<file path="config.mk">
export PLATFORM = sky130hd
export DESIGN_NAME = i2s_receiver
export DESIGN_NICKNAME = d
export VERILOG_FILES = /design/src/rtl/i2s_receiver.sv
export SDC_FILE = /design/constraint.sdc
export NUM_CORES = 1
export LEC_CHECK = 0
export BUFFER_PORTS_ARGS = -buffer_cell sky130_fd_sc_hd__buf_2
export CAP_MARGIN = 10
export CORE_MARGIN = 5
export CORE_UTILIZATION = 25
export CTS_CLUSTER_DIAMETER = 100
export DETAILED_ROUTE_END_ITERATION = 10
export GPL_TIMING_DRIVEN = 1
export PLACE_DENSITY = 0.46
export SLEW_MARGIN = 20
export SYNTH_ARGS = -nofsm -noshare
export SYNTH_HDL_FRONTEND = slang
export SYNTH_SLANG_ARGS = --single-unit
</file>
<file path="constraint.sdc">
create_clock -name clk -period 1.8 [get_ports clk]
set_input_delay 0.18 -clock clk [delete_from_list [all_inputs] [get_ports clk]]
set_output_delay 0.18 -clock clk [all_outputs]
set_load 0.01 [all_outputs]
</file>
<file path="src/rtl/i2s_receiver.sv">
// ---------------------------------------------------------------------------
// i2s_receiver
//
// Purpose:
//   Receives a standard I2S stereo stream (one-bit-delayed word select,
//   MSB first) whose bit clock is asynchronous to the system clock. It
//   oversamples sclk/lrclk/sd with clk, tracks frame alignment, and presents
//   each complete left/right pair as two signed words with a one-cycle valid
//   strobe. Malformed words (too short or too long) raise a one-cycle
//   frame_err and force re-acquisition.
//
// Ports:
//   clk        in   system clock, everything on its rising edge
//   rst        in   synchronous active-high reset
//   enable     in   receive enable; low forces re-acquisition, outputs hold
//   sclk       in   serial bit clock (async to clk, clk >= 4x sclk)
//   lrclk      in   word select, 0 = left, 1 = right (async)
//   sd         in   serial data, MSB first (async)
//   left_data  out  last complete left sample (signed, WIDTH bits)
//   right_data out  last complete right sample (signed, WIDTH bits)
//   valid      out  one-clk pulse when left_data/right_data update
//   frame_err  out  one-clk pulse on a malformed word
//   synced     out  high while frame-aligned
// ---------------------------------------------------------------------------
module i2s_receiver #(
  parameter int WIDTH = 24
) (
  input  logic                    clk,
  input  logic                    rst,
  input  logic                    enable,
  input  logic                    sclk,
  input  logic                    lrclk,
  input  logic                    sd,
  output logic signed [WIDTH-1:0] left_data,
  output logic signed [WIDTH-1:0] right_data,
  output logic                    valid,
  output logic                    frame_err,
  output logic                    synced
);

  // The counter has to reach WIDTH+1 so that a long word is distinguishable
  // from a correct one at the boundary.
  localparam int CW = $clog2(WIDTH + 2);
  localparam logic [CW-1:0] CNT_FULL = CW'(WIDTH);
  localparam logic [CW-1:0] CNT_MAX  = CW'(WIDTH + 1);

  typedef enum logic [1:0] {
    SYNC  = 2'd0,
    LEFT  = 2'd1,
    RIGHT = 2'd2
  } state_t;

  // Synchronizers and edge detect
  logic sclk_meta, sclk_sync, sclk_prev;
  logic lrclk_meta, lrclk_sync;
  logic sd_meta, sd_sync;

  // Registered bit event: one clk wide, carries the sampled data and word select
  logic bit_evt, bit_sd, bit_ws;
  logic ws_d;

  // Framing state
  state_t            state, state_next;
  logic [CW-1:0]     count, count_next, count_inc;
  logic [WIDTH-1:0]  shift_reg, shift_next, shift_in;
  logic [WIDTH-1:0]  left_hold, left_hold_next;
  logic [WIDTH-1:0]  right_hold, right_hold_next;
  logic              pair_done, pair_done_next;
  logic              word_err, word_err_next;

  assign synced = (state != SYNC);

  // Input capture: two flops per async input, one more flop on sclk for the
  // rising-edge detect. The detected edge is registered together with sd and
  // lrclk so the FSM sees a clean single-cycle event with matching data.
  always_ff @(posedge clk) begin
    if (rst) begin
      sclk_meta  <= 1'b0;
      sclk_sync  <= 1'b0;
      sclk_prev  <= 1'b0;
      lrclk_meta <= 1'b0;
      lrclk_sync <= 1'b0;
      sd_meta    <= 1'b0;
      sd_sync    <= 1'b0;
      bit_evt    <= 1'b0;
      bit_sd     <= 1'b0;
      bit_ws     <= 1'b0;
      ws_d       <= 1'b0;
    end else begin
      sclk_meta  <= sclk;
      sclk_sync  <= sclk_meta;
      sclk_prev  <= sclk_sync;
      lrclk_meta <= lrclk;
      lrclk_sync <= lrclk_meta;
      sd_meta    <= sd;
      sd_sync    <= sd_meta;
      bit_evt    <= sclk_sync & ~sclk_prev;
      bit_sd     <= sd_sync;
      bit_ws     <= lrclk_sync;
      if (bit_evt) begin
        ws_d <= bit_ws;
      end
    end
  end

  // FSM state and datapath registers
  always_ff @(posedge clk) begin
    if (rst) begin
      state      <= SYNC;
      count      <= '0;
      shift_reg  <= '0;
      left_hold  <= '0;
      right_hold <= '0;
      pair_done  <= 1'b0;
      word_err   <= 1'b0;
    end else begin
      state      <= state_next;
      count      <= count_next;
      shift_reg  <= shift_next;
      left_hold  <= left_hold_next;
      right_hold <= right_hold_next;
      pair_done  <= pair_done_next;
      word_err   <= word_err_next;
    end
  end

  assign count_inc = (count == CNT_MAX) ? count : count + CW'(1);
  assign shift_in  = {shift_reg[WIDTH-2:0], bit_sd};

  // Next-state logic. A boundary bit is the one where lrclk has already
  // flipped to the other channel; it is the LSB of the word being received
  // and is counted, so a correct word reaches exactly WIDTH at the boundary.
  always_comb begin
    state_next      = state;
    count_next      = count;
    shift_next      = shift_reg;
    left_hold_next  = left_hold;
    right_hold_next = right_hold;
    pair_done_next  = 1'b0;
    word_err_next   = 1'b0;

    if (!enable) begin
      state_next = SYNC;
      count_next = '0;
    end else if (bit_evt) begin
      case (state)
        SYNC: begin
          // The right-LSB bit (lrclk 1 -> 0) marks the start of a left word.
          if (ws_d && !bit_ws) begin
            state_next = LEFT;
            count_next = '0;
          end
        end
        LEFT: begin
          shift_next = shift_in;
          count_next = count_inc;
          if (bit_ws) begin
            count_next = '0;
            if (count_inc == CNT_FULL) begin
              left_hold_next = shift_in;
              state_next     = RIGHT;
            end else begin
              word_err_next = 1'b1;
              state_next    = SYNC;
            end
          end
        end
        RIGHT: begin
          shift_next = shift_in;
          count_next = count_inc;
          if (!bit_ws) begin
            count_next = '0;
            if (count_inc == CNT_FULL) begin
              right_hold_next = shift_in;
              pair_done_next  = 1'b1;
              state_next      = LEFT;
            end else begin
              word_err_next = 1'b1;
              state_next    = SYNC;
            end
          end
        end
        default: begin
          state_next = SYNC;
          count_next = '0;
        end
      endcase
    end
  end

  // Output stage: both channels update together with valid. Gating with
  // enable keeps a pulse already in flight from escaping after disable.
  always_ff @(posedge clk) begin
    if (rst) begin
      left_data  <= '0;
      right_data <= '0;
      valid      <= 1'b0;
      frame_err  <= 1'b0;
    end else begin
      valid     <= pair_done & enable;
      frame_err <= word_err & enable;
      if (pair_done && enable) begin
        left_data  <= left_hold;
        right_data <= right_hold;
      end
    end
  end

endmodule

</file>
==> metrics.md, run 1 <==
| Metric | Value |
|---|---|
| Run status | finished, violations left |
| Failing checks | negative setup slack |
| RSZ-0062 raised after global routing | true |
| Mapped Nets | 617 |
| Most frequent cells in the layout | nand2_1, dfxtp_1, a21oi_1 |
| Fmax achieved | 0.550 GHz |
| Final nets | 680 |
| WL final | 12.4 mm |
| Post-Synthesis Cells | 605 |
| Number of vias per cell | 4.32 |
| Hold-critical path endpoint | word_err |
| Rel. slew slack | 57.9% |
| Tcrit/Tclk final | 101% |
| Crit Reg-Reg Startpoint | count[0] |
| Fill count | 2270 |
| Share of cells above drive strength 1 | 19.8% |
| Yosys cell types | 35 |
| Global Route Usage Sum | 10.2% |
| Num rows | 54 |
| Critical path data arrival time | 2.17 ns |
| Worst setup SP type | register |
| Die Ht | 158 um |
| Die area | 24800 um^2 |
| Final hold vios | 0 |
| Min Tclk post-route | 1.82 ns |
| R2R Setup Slk | -0.02 ns |
| Register-to-Register Path Depth | 7 |
| Core Area | 21600 um^2 |
| Initial drt markers | 253 |
| Clock Skews | 0.00708 ns |
| Area growth from synthesis to layout | 28.1% |
| Synth Flop Type | dfxtp_1 |
| DRT antenna net count | 0 |
| CP max FO | 6 |
| Min-delay src | enable |
| Final Slew Violations | 0 |
| Worst Hold Path Cells | 3 |
| Yosys reg bits | 141 |
| Via count | 4151 |
| Final RePlAce weighted congestion | 0.724 |
| Root buffer cell | clkbuf_16 |
| Yosys top cell area share | 51.9% |
| Fraction of registers with async set/reset | 0% |
| Hold WC Path Type | in2reg |
| Clk slew on worst S/H paths | 0.06 ns |
| H-tree levels | 4 |
| Yosys top cell by area | dfxtp_1 |
| Peak VDD IR | 562 uV |
| Initial core utilization | 25.2% |
| Max Buffers Root-to-Sink | 2 |
| CP Data Required Time | 2.15 ns |
| CTS Buf Count | 17 |
| Mapped Avg Cell Area | 9.00 um^2 |
| Design area | 6970 um^2 |
| LEAKAGE | 2.58 nW |
| Critical path class | reg2reg |
| Post-DP HPWL | 7.62 mm |
| Worst skew pair latency | 0.42 ns |
| Placed Cells | 916 |
| Post-synth EDFFs | 0 |
| DR pass1 iterations | 4 |
| # IOs | 57 |
| Final core utilization | 32.2% |
| Port Buf Inserts | 56 |
| Most common cell after layout, fill and taps aside | nand2_1 |
| YS warnings | 0 |
| Mapped cell area | 5440 um^2 |
| Worst slew pin tran | 0.632 ns |
| FF-to-FF End | right_hold[5] |
| Dpl cell area | 6110 um^2 |
| Critical path capture point type | register |
| Ant. Diodes | 0 |
| Crit path launch | count[0] |
| Initial antenna violation count | 0 |
| CTS tree | done |
| Dominant cells by area after synthesis | dfxtp_1, nand2_1, mux2i_1, nand2b_1, a21oi_1 |
| Pre-CTS setup slack | -0.0772 ns |
| Chip Width | 158 um |
| DRC | 0 |
| Pwr dens | 969 nW/um^2 |
| Largest net degree at the start of global routing | 156 |
| Final WS setup | -0.0171 ns |
| Grt ovf | 0 |
| Layout Cells excl Fill | 961 |
| Max Cap Viol | 0 |
| Sink Count | 141 |
| Sequential fraction of the synthesis area | 51.9% |
| First-pass GRT wire length | 20.5 mm |
| Vias in the first global route | 4161 |
| Final setup vio count | 8 |
| Hold_ws | 0.181 ns |
| DR WL/cell | 12.9 um |
[what timing repair did]
action / 4_1_cts / 5_1_grt
setup endpoints to repair: 42 / 48
cloned: 1 / 2
hold buffers: 3 / 0
pin swaps: 2 / 3
buffers inserted: 3 / 5
gates resized for setup: 13 / 17
hold endpoints to repair: 3 / 0
[worst max-delay path, cell delays in order, from the launching register on]
cell and delay (ns):
dfxtp_4 0.38, ha_4 0.18, and3b_2 0.22, o221ai_4 0.13, a211oi_4 0.32, buf_6 0.18
clkbuf_16 0.16, mux2i_1 0.17
[cells in the mapped netlist (all sizes together), types with 3 or more instances]
cell    number
a211o        3
a211oi       3
a21oi       78
and2         3
and3         5
buf          6
clkbuf      34
dfxtp      141
ha           6
inv          6
mux2i       50
nand2      146
nand2b      76
nand3        3
nand3b       4
nor2b       14
nor3         4
o21ai        5
[worst max path at each step]
| stage | slack [ns] | end | depth (start not counted) |
|---|---|---|---|
| final | -0.02 | right_hold[5] | 7 |
| after global routing | -0.13 | right_hold[12] | 8 |
| after CTS | 0.01 | right_hold[14] | 7 |
| after detailed placement | -0.08 | right_hold[7] | 6 |
| after global placement | 0.06 | right_hold[4] | 6 |
| after floorplan | 0.06 | right_hold[10] | 6 |
[cell type report]
type                    instances  area [um^2]  area share (%)
clock buffers                  18          439            6.30
multi-input cells             418         2530            36.3
flip-flops and latches        141         2840            40.7
inverters                       6         22.5           0.323
repair buffers                 84          634            9.10
well taps                     280          350            5.03
clock inverters                14          158            2.26
[per-layer routing]
metal | global-route usage [%] | wire [um]
met5 | 0 | 0
met4 | 4.92 | 379
met3 | 2.97 | 623
met1 | 12.4 | 5650
met2 | 16.6 | 5770
[where the power goes]
part / switching [mW] / total, mW / internal (mW)
Sequential: 0.00508 / 3.13 / 3.12
Clock: 1.43 / 3.52 / 2.09
Combinational: 0.0562 / 0.0998 / 0.0436
Total: 1.49 / 6.75 / 5.26
[cells by family (layout without fill, tap and decap cells)]
group / after synthesis / after routing / share of synthesized area (%)
compound gates: 96 / 96 / 10.0
mux: 50 / 50 / 9.20
flops: 141 / 141 / 51.9
fa+ha+maj: 6 / 6 / 1.38
simple gates: 266 / 266 / 23.9
buf+inv: 46 / 122 / 3.63
[through the flow]
step	setup TNS (ns)	total power [mW]
6_report	-0.0880	6.75
5_1_grt	-2.68	6.99
4_1_cts	0	6.86
3_5_place_dp	-1.47	3.30
3_3_place_gp	0	3.30
2_1_floorplan	0	3.27
Note: power is estimated with default switching activity, not from simulation.
==> inputs of run 2 (changes only) <==
- CELL_PAD_IN_SITES_DETAIL_PLACEMENT: default -> 1
- CELL_PAD_IN_SITES_GLOBAL_PLACEMENT: default -> 2
- CORE_UTILIZATION: 25 -> 32
- PLACE_DENSITY: 0.46 -> 0.78
==> run 2 against run 1 <==
  * The flow still finishes with violations (negative setup slack)
  * First-iteration DRC count down 32%
  * Core utilization up 9.5 points
  * Count of clock-buffer cells in the layout increased by 4
  * Setup slack improved by 0.0092 ns
  * Critical path depth is 1 lower
  * Wire length increased by 7.4%
  * Combinational power barely moved
  * Fmax is 0.51% higher
  * Sequential power about the same
  * Via count rose by 1.7%
  * Highest routed layer unchanged
==> metrics.md, run 2 (synthesized netlist as in run 1, its figures left out) <==
| Metric | Value |
|---|---|
| Area growth from synthesis to layout | 27.5% |
| Fill count | 1922 (-15%) |
| Tcrit/Tclk final | 100% (-0.51 points) |
| Pwr dens | 968 nW/um^2 (about the same) |
| Critical path capture point type | register |
| Peak VDD IR | 694 uV (+24%) |
| LEAKAGE | 2.63 nW (+1.8%) |
| Worst setup SP type | register |
| Share of cells above drive strength 1 | 21.0% (+1.2 points) |
| Min Tclk post-route | 1.81 ns (-0.00924 ns) |
| Min-delay src | enable |
| Final WS setup | -0.00789 ns (+0.00924 ns) |
| H-tree levels | 4 (unchanged) |
| Most frequent cells in the layout | nand2_1, dfxtp_1, a21oi_1 |
| Final core utilization | 41.7% (+9.5 points) |
| Via count | 4221 (+1.7%) |
| Final nets | 684 (+0.59%) |
| Most common cell after layout, fill and taps aside | nand2_1 |
| Crit Reg-Reg Startpoint | count[4] |
| Fmax achieved | 0.553 GHz (+0.51%) |
| Vias in the first global route | 4329 (+4.0%) |
| Chip Width | 140 um (-11%) |
| Worst slew pin tran | 0.594 ns (-0.0378 ns) |
| Number of vias per cell | 4.66 (+8.0%) |
| Largest net degree at the start of global routing | 156 (unchanged) |
| DR pass1 iterations | 4 (unchanged) |
| FF-to-FF End | right_hold[5] |
| Hold_ws | 0.150 ns (-0.0308 ns) |
| DRC | 0 (unchanged) |
| Clk slew on worst S/H paths | 0.06 ns (about the same) |
| Setup TNS | -0.00789 ns (+0.0801 ns) |
| Initial antenna violation count | 0 (unchanged) |
| RSZ-0062 raised after global routing | true |
| Die Ht | 140 um (-11%) |
| # IOs | 57 (unchanged) |
| Root buffer cell | clkbuf_16 |
| CP Data Required Time | 2.14 ns (about the same) |
| Initial drt markers | 173 (-32%) |
| CTS tree | done |
| DR WL/cell | 14.7 um (+14%) |
| Placed Cells | 858 (-6.3%) |
| Port Buf Inserts | 56 (unchanged) |
| Rel. slew slack | 60.4% (+2.5 points) |
| Register-to-Register Path Depth | 6 (-1) |
| Post-DP HPWL | 7.86 mm (+3.1%) |
| Max Cap Viol | 0 (unchanged) |
| CTS Buf Count | 17 (unchanged) |
| R2R Setup Slk | -0.008 ns (about the same) |
| Final hold vios | 0 (unchanged) |
| Final Slew Violations | 0 (unchanged) |
| Failing checks | negative setup slack |
| Crit path to | right_hold[5] |
| Grt ovf | 0 (unchanged) |
| First-pass GRT wire length | 21.2 mm (+3.6%) |
| Num rows | 47 (-13%) |
| Global Route Usage Sum | 13.2% (+3.0 points) |
| Ant. Diodes | 0 (unchanged) |
| Core Area | 16600 um^2 (-23%) |
| Worst skew pair latency | 0.42 ns (about the same) |
| Hold WC Path Type | in2reg |
| Critical path class | reg2reg |
| CP max FO | 9 (+3) |
| Final RePlAce weighted congestion | 0.743 (+2.6%) |
| Layout Cells excl Fill | 905 (-5.8%) |
| Run status | finished, violations left |
| Critical path data arrival time | 2.15 ns (-0.02 ns) |
| Max Buffers Root-to-Sink | 2 (unchanged) |
| DRT antenna net count | 0 (unchanged) |
| Clock Skews | 0.00922 ns (+0.00214 ns) |
| Sink Count | 141 (unchanged) |
| Pre-CTS setup slack | -0.0947 ns (-0.0175 ns) |
| Final setup vio count | 1 (-7) |
| WL final | 13.3 mm (+7.4%) |
| Initial core utilization | 32.7% (+7.5 points) |
| Die area | 19700 um^2 (-21%) |
| Crit path launch | count[4] |
run 2: how the worst min path moves through the flow:
stage                       endpoint  cells after the start
after global placement       bit_evt                      1
after global routing        word_err                      3
after floorplan           lrclk_meta                      1
final                       word_err                      3
after detailed placement     bit_evt                      1
after CTS                   word_err                      3
run 2: timing repair:
item,CTS,global route
pin swaps,4,4
resized for setup,23,12
hold endpoints to repair,3,0
hold buffers,3,0
setup buffers,6,3
setup endpoints to repair,67,48
gates cloned,2,2
run 2: per-layer routing:
metal  wire length (um)  vias to the layer above  track usage [%]
met1               6010                     2015             15.4
met4                217                        0             5.81
met5                  0                        -                0
met3                482                       18             3.85
met2               6630                       55             22.6
li1                   -                     2133                -
run 2: power breakdown:
part           switching, mW  total [mW]  internal (mW)  leakage, nW
Combinational         0.0572       0.101         0.0441         1.19
Clock                   1.30        3.48           2.18        0.300
Sequential           0.00465        3.13           3.13         1.14
Total                   1.36        6.72           5.35         2.63
run 2: critical path, stage by stage, from the launching register on:
cell and delay, ns:
dfxtp_2 0.42, nor2b_1 0.29, o221ai_4 0.18, a211oi_4 0.32, buf_6 0.17, buf_12 0.14, mux2i_1 0.20
run 2: stage by stage:
stage / power, mW / area (um^2)
after floorplan: 3.27 / 5440
after global placement: 3.30 / 6020
after detailed placement: 3.30 / 6020
after CTS: 6.83 / 6830
after global routing: 6.98 / 6940
final: 6.72 / 6940
run 2: area by class of cell:
type | count | area (um^2) | share of cell area (%)
tap | 220 | 275 | 3.97
sequential | 141 | 2830 | 40.8
multi-input combinational | 418 | 2550 | 36.8
clock buffer | 22 | 484 | 6.98
inverter | 6 | 22.5 | 0.324
clock inverter | 10 | 111 | 1.60
timing repair buffer | 88 | 663 | 9.55
==> inputs of run 3 (changes only) <==
- PLACE_DENSITY: 0.78 -> 0.74
==> run 3 against run 2 <==
  * The run now ends clean
  * Largest cell class unchanged
  * Core utilization is 0.85 points lower
  * Highest routed layer unchanged
  * Worst hold slack got worse by 0.072 ns
  * First-iteration DRC count fell by 14%
  * Die area unchanged
  * Wire length shrank 6.4%
  * Setup slack better by 0.068 ns
==> metrics.md, run 3 (synthesized netlist as in run 1, its figures left out) <==
| Metric | Value |
|---|---|
| Run status | finished, final reports clean |
| Max Buffers Root-to-Sink | 2 (unchanged) |
| Fmax achieved | 0.575 GHz (+3.9%) |
| Critical path capture point type | register |
| Final hold vios | 0 (unchanged) |
| Die Ht | 140 um (unchanged) |
| Grt ovf | 0 (unchanged) |
| Most frequent cells in the layout | nand2_1, dfxtp_1, a21oi_1 |
| Post-DP HPWL | 8.31 mm (+5.7%) |
| Share of cells above drive strength 1 | 20.0% (-1.1 points) |
| Worst setup SP type | register |
| Die area | 19700 um^2 (unchanged) |
| Worst slew pin tran | 0.437 ns (-0.157 ns) |
| Final RePlAce weighted congestion | 0.785 (+5.7%) |
| CTS tree | done |
| Most common cell after layout, fill and taps aside | nand2_1 |
| Peak VDD IR | 709 uV (+2.2%) |
| Largest net degree at the start of global routing | 88 (-44%) |
| H-tree levels | 4 (unchanged) |
| DR WL/cell | 13.9 um (-6.0%) |
| Initial core utilization | 32.7% (unchanged) |
| Num rows | 47 (unchanged) |
| Hold WC Path Type | in2reg |
| Chip Width | 140 um (unchanged) |
| Tcrit/Tclk final | 96.7% (-3.8 points) |
| Clk slew on worst S/H paths | 0.06 ns (about the same) |
| LEAKAGE | 2.57 nW (-2.3%) |
| Critical path class | reg2reg |
| Max Cap Viol | 0 (unchanged) |
| Final WS setup | 0.0597 ns (+0.0676 ns) |
| Ant. Diodes | 0 (unchanged) |
| First-pass GRT wire length | 21.0 mm (-1.1%) |
| Placed Cells | 863 (+0.58%) |
| Final nets | 680 (-0.58%) |
| DR pass1 iterations | 4 (unchanged) |
| # IOs | 57 (unchanged) |
| Root buffer cell | clkbuf_16 |
| Pre-CTS setup slack | -0.0734 ns (+0.0213 ns) |
| Final core utilization | 40.9% (-0.85 points) |
| Via count | 4207 (-0.33%) |
| Area growth from synthesis to layout | 24.9% |
| Crit path buf inv count | 2 (unchanged) |
| Sink Count | 141 (unchanged) |
| WL final | 12.5 mm (-6.4%) |
| Core Area | 16600 um^2 (unchanged) |
| Max stage delay cell, worst path | dfxtp_2 |
| CP cell instances | buf_6 > and3_4 > nand3b_1 > a211oi_4 > buf_12 > mux2i_1 |
| CP Data Required Time | 2.13 ns (about the same) |
| CP max FO | 13 (+4) |
| Number of vias per cell | 4.67 (+0.11%) |
| Slowest stage delay, CP | 0.36 ns (-0.06 ns) |
| Top delay family on crit path | simple AND/OR/NAND/NOR gates |
| Initial antenna violation count | 0 (unchanged) |
| Rel. slew slack | 70.9% (+10 points) |
| RSZ-0062 raised after global routing | true |
| Min Tclk post-route | 1.74 ns (-0.0676 ns) |
| Vias in the first global route | 4318 (-0.25%) |
| Worst skew pair latency | 0.42 ns (about the same) |
| Final setup vio count | 0 (-1) |
| Pwr dens | 990 nW/um^2 (+2.3%) |
| Port Buf Inserts | 56 (unchanged) |
| Global Route Usage Sum | 12.9% (-0.37 points) |
| CTS Buf Count | 17 (unchanged) |
| Clock Skews | 0.00719 ns (-0.00203 ns) |
| Setup TNS | 0 ns (+0.00789 ns) |
| DRC | 0 (unchanged) |
| Critical path data arrival time | 2.07 ns (-0.08 ns) |
| DRT antenna net count | 0 (unchanged) |
| Layout Cells excl Fill | 901 (-0.44%) |
| Initial drt markers | 148 (-14%) |
| Final Slew Violations | 0 (unchanged) |
==> run 3: cell types whose count changed in the layout (fill, tap and decap cells not counted), moves of 2 or more <==
cell and change:
clkbuf_16 -2, mux2i_2 -2, a211o_1 +2, clkinv_4 -2
buf_4 +2, mux2i_1 +2, buf_12 -2, a211o_4 -2
clkinvlp_4 +4, clkinv_2 -3
==> run 3: through the flow <==
stage	total power [mW]	hold WS, ns	cell area, um^2
floorplan	3.27	0.308	5440
global placement	3.30	0.372	6040
detailed placement	3.30	0.378	6040
CTS	6.84	0.0622	6730
global route	6.98	0.0826	6800
finish	6.73	0.0782	6800
==> run 3: timing repair <==
action	4_1_cts	5_1_grt
buffers inserted	1	2
resized for setup	13	15
endpoints found under the hold margin	3	0
setup endpoints to repair	49	55
hold buffers	3	0
pin swaps	2	1
==> run 3: path summary, 6_finish.rpt <==
check | cells past startpoint | slack [ns] | to | start
setup / recovery | 6 | 0.06 | right_hold[12] | count[0]
hold / removal | 2 | 0.08 | shift_reg[22] | rst
setup reg to reg | 6 | 0.06 | right_hold[12] | count[0]
hold reg to reg | 1 | 0.38 | bit_evt | sclk_prev
==> run 3: where the power goes <==
part / internal [mW] / leakage [nW] / switching [mW] / total, mW
clock: 2.19 / 0.282 / 1.31 / 3.50
combinational: 0.0458 / 1.15 / 0.0574 / 0.103
sequential: 3.13 / 1.14 / 0.00497 / 3.13
==> run 3: layout make-up <==
class / count / area (um^2)
clock buffers: 23 / 488
clock inverters: 9 / 109
fillers: 1895 / 9840
inverters: 6 / 25.0
multi-input cells: 418 / 2520
flip-flops and latches: 141 / 2830
well taps: 220 / 275
repair buffers: 84 / 549
==> run 3: per-layer routing <==
metal	GRT usage, %	up-vias	share of wire [%]
met5	0	-	0
met4	5.05	0	1.4
met3	3.37	16	3.6
met2	21.7	56	49
met1	15.6	2018	46
li1	-	2117	-
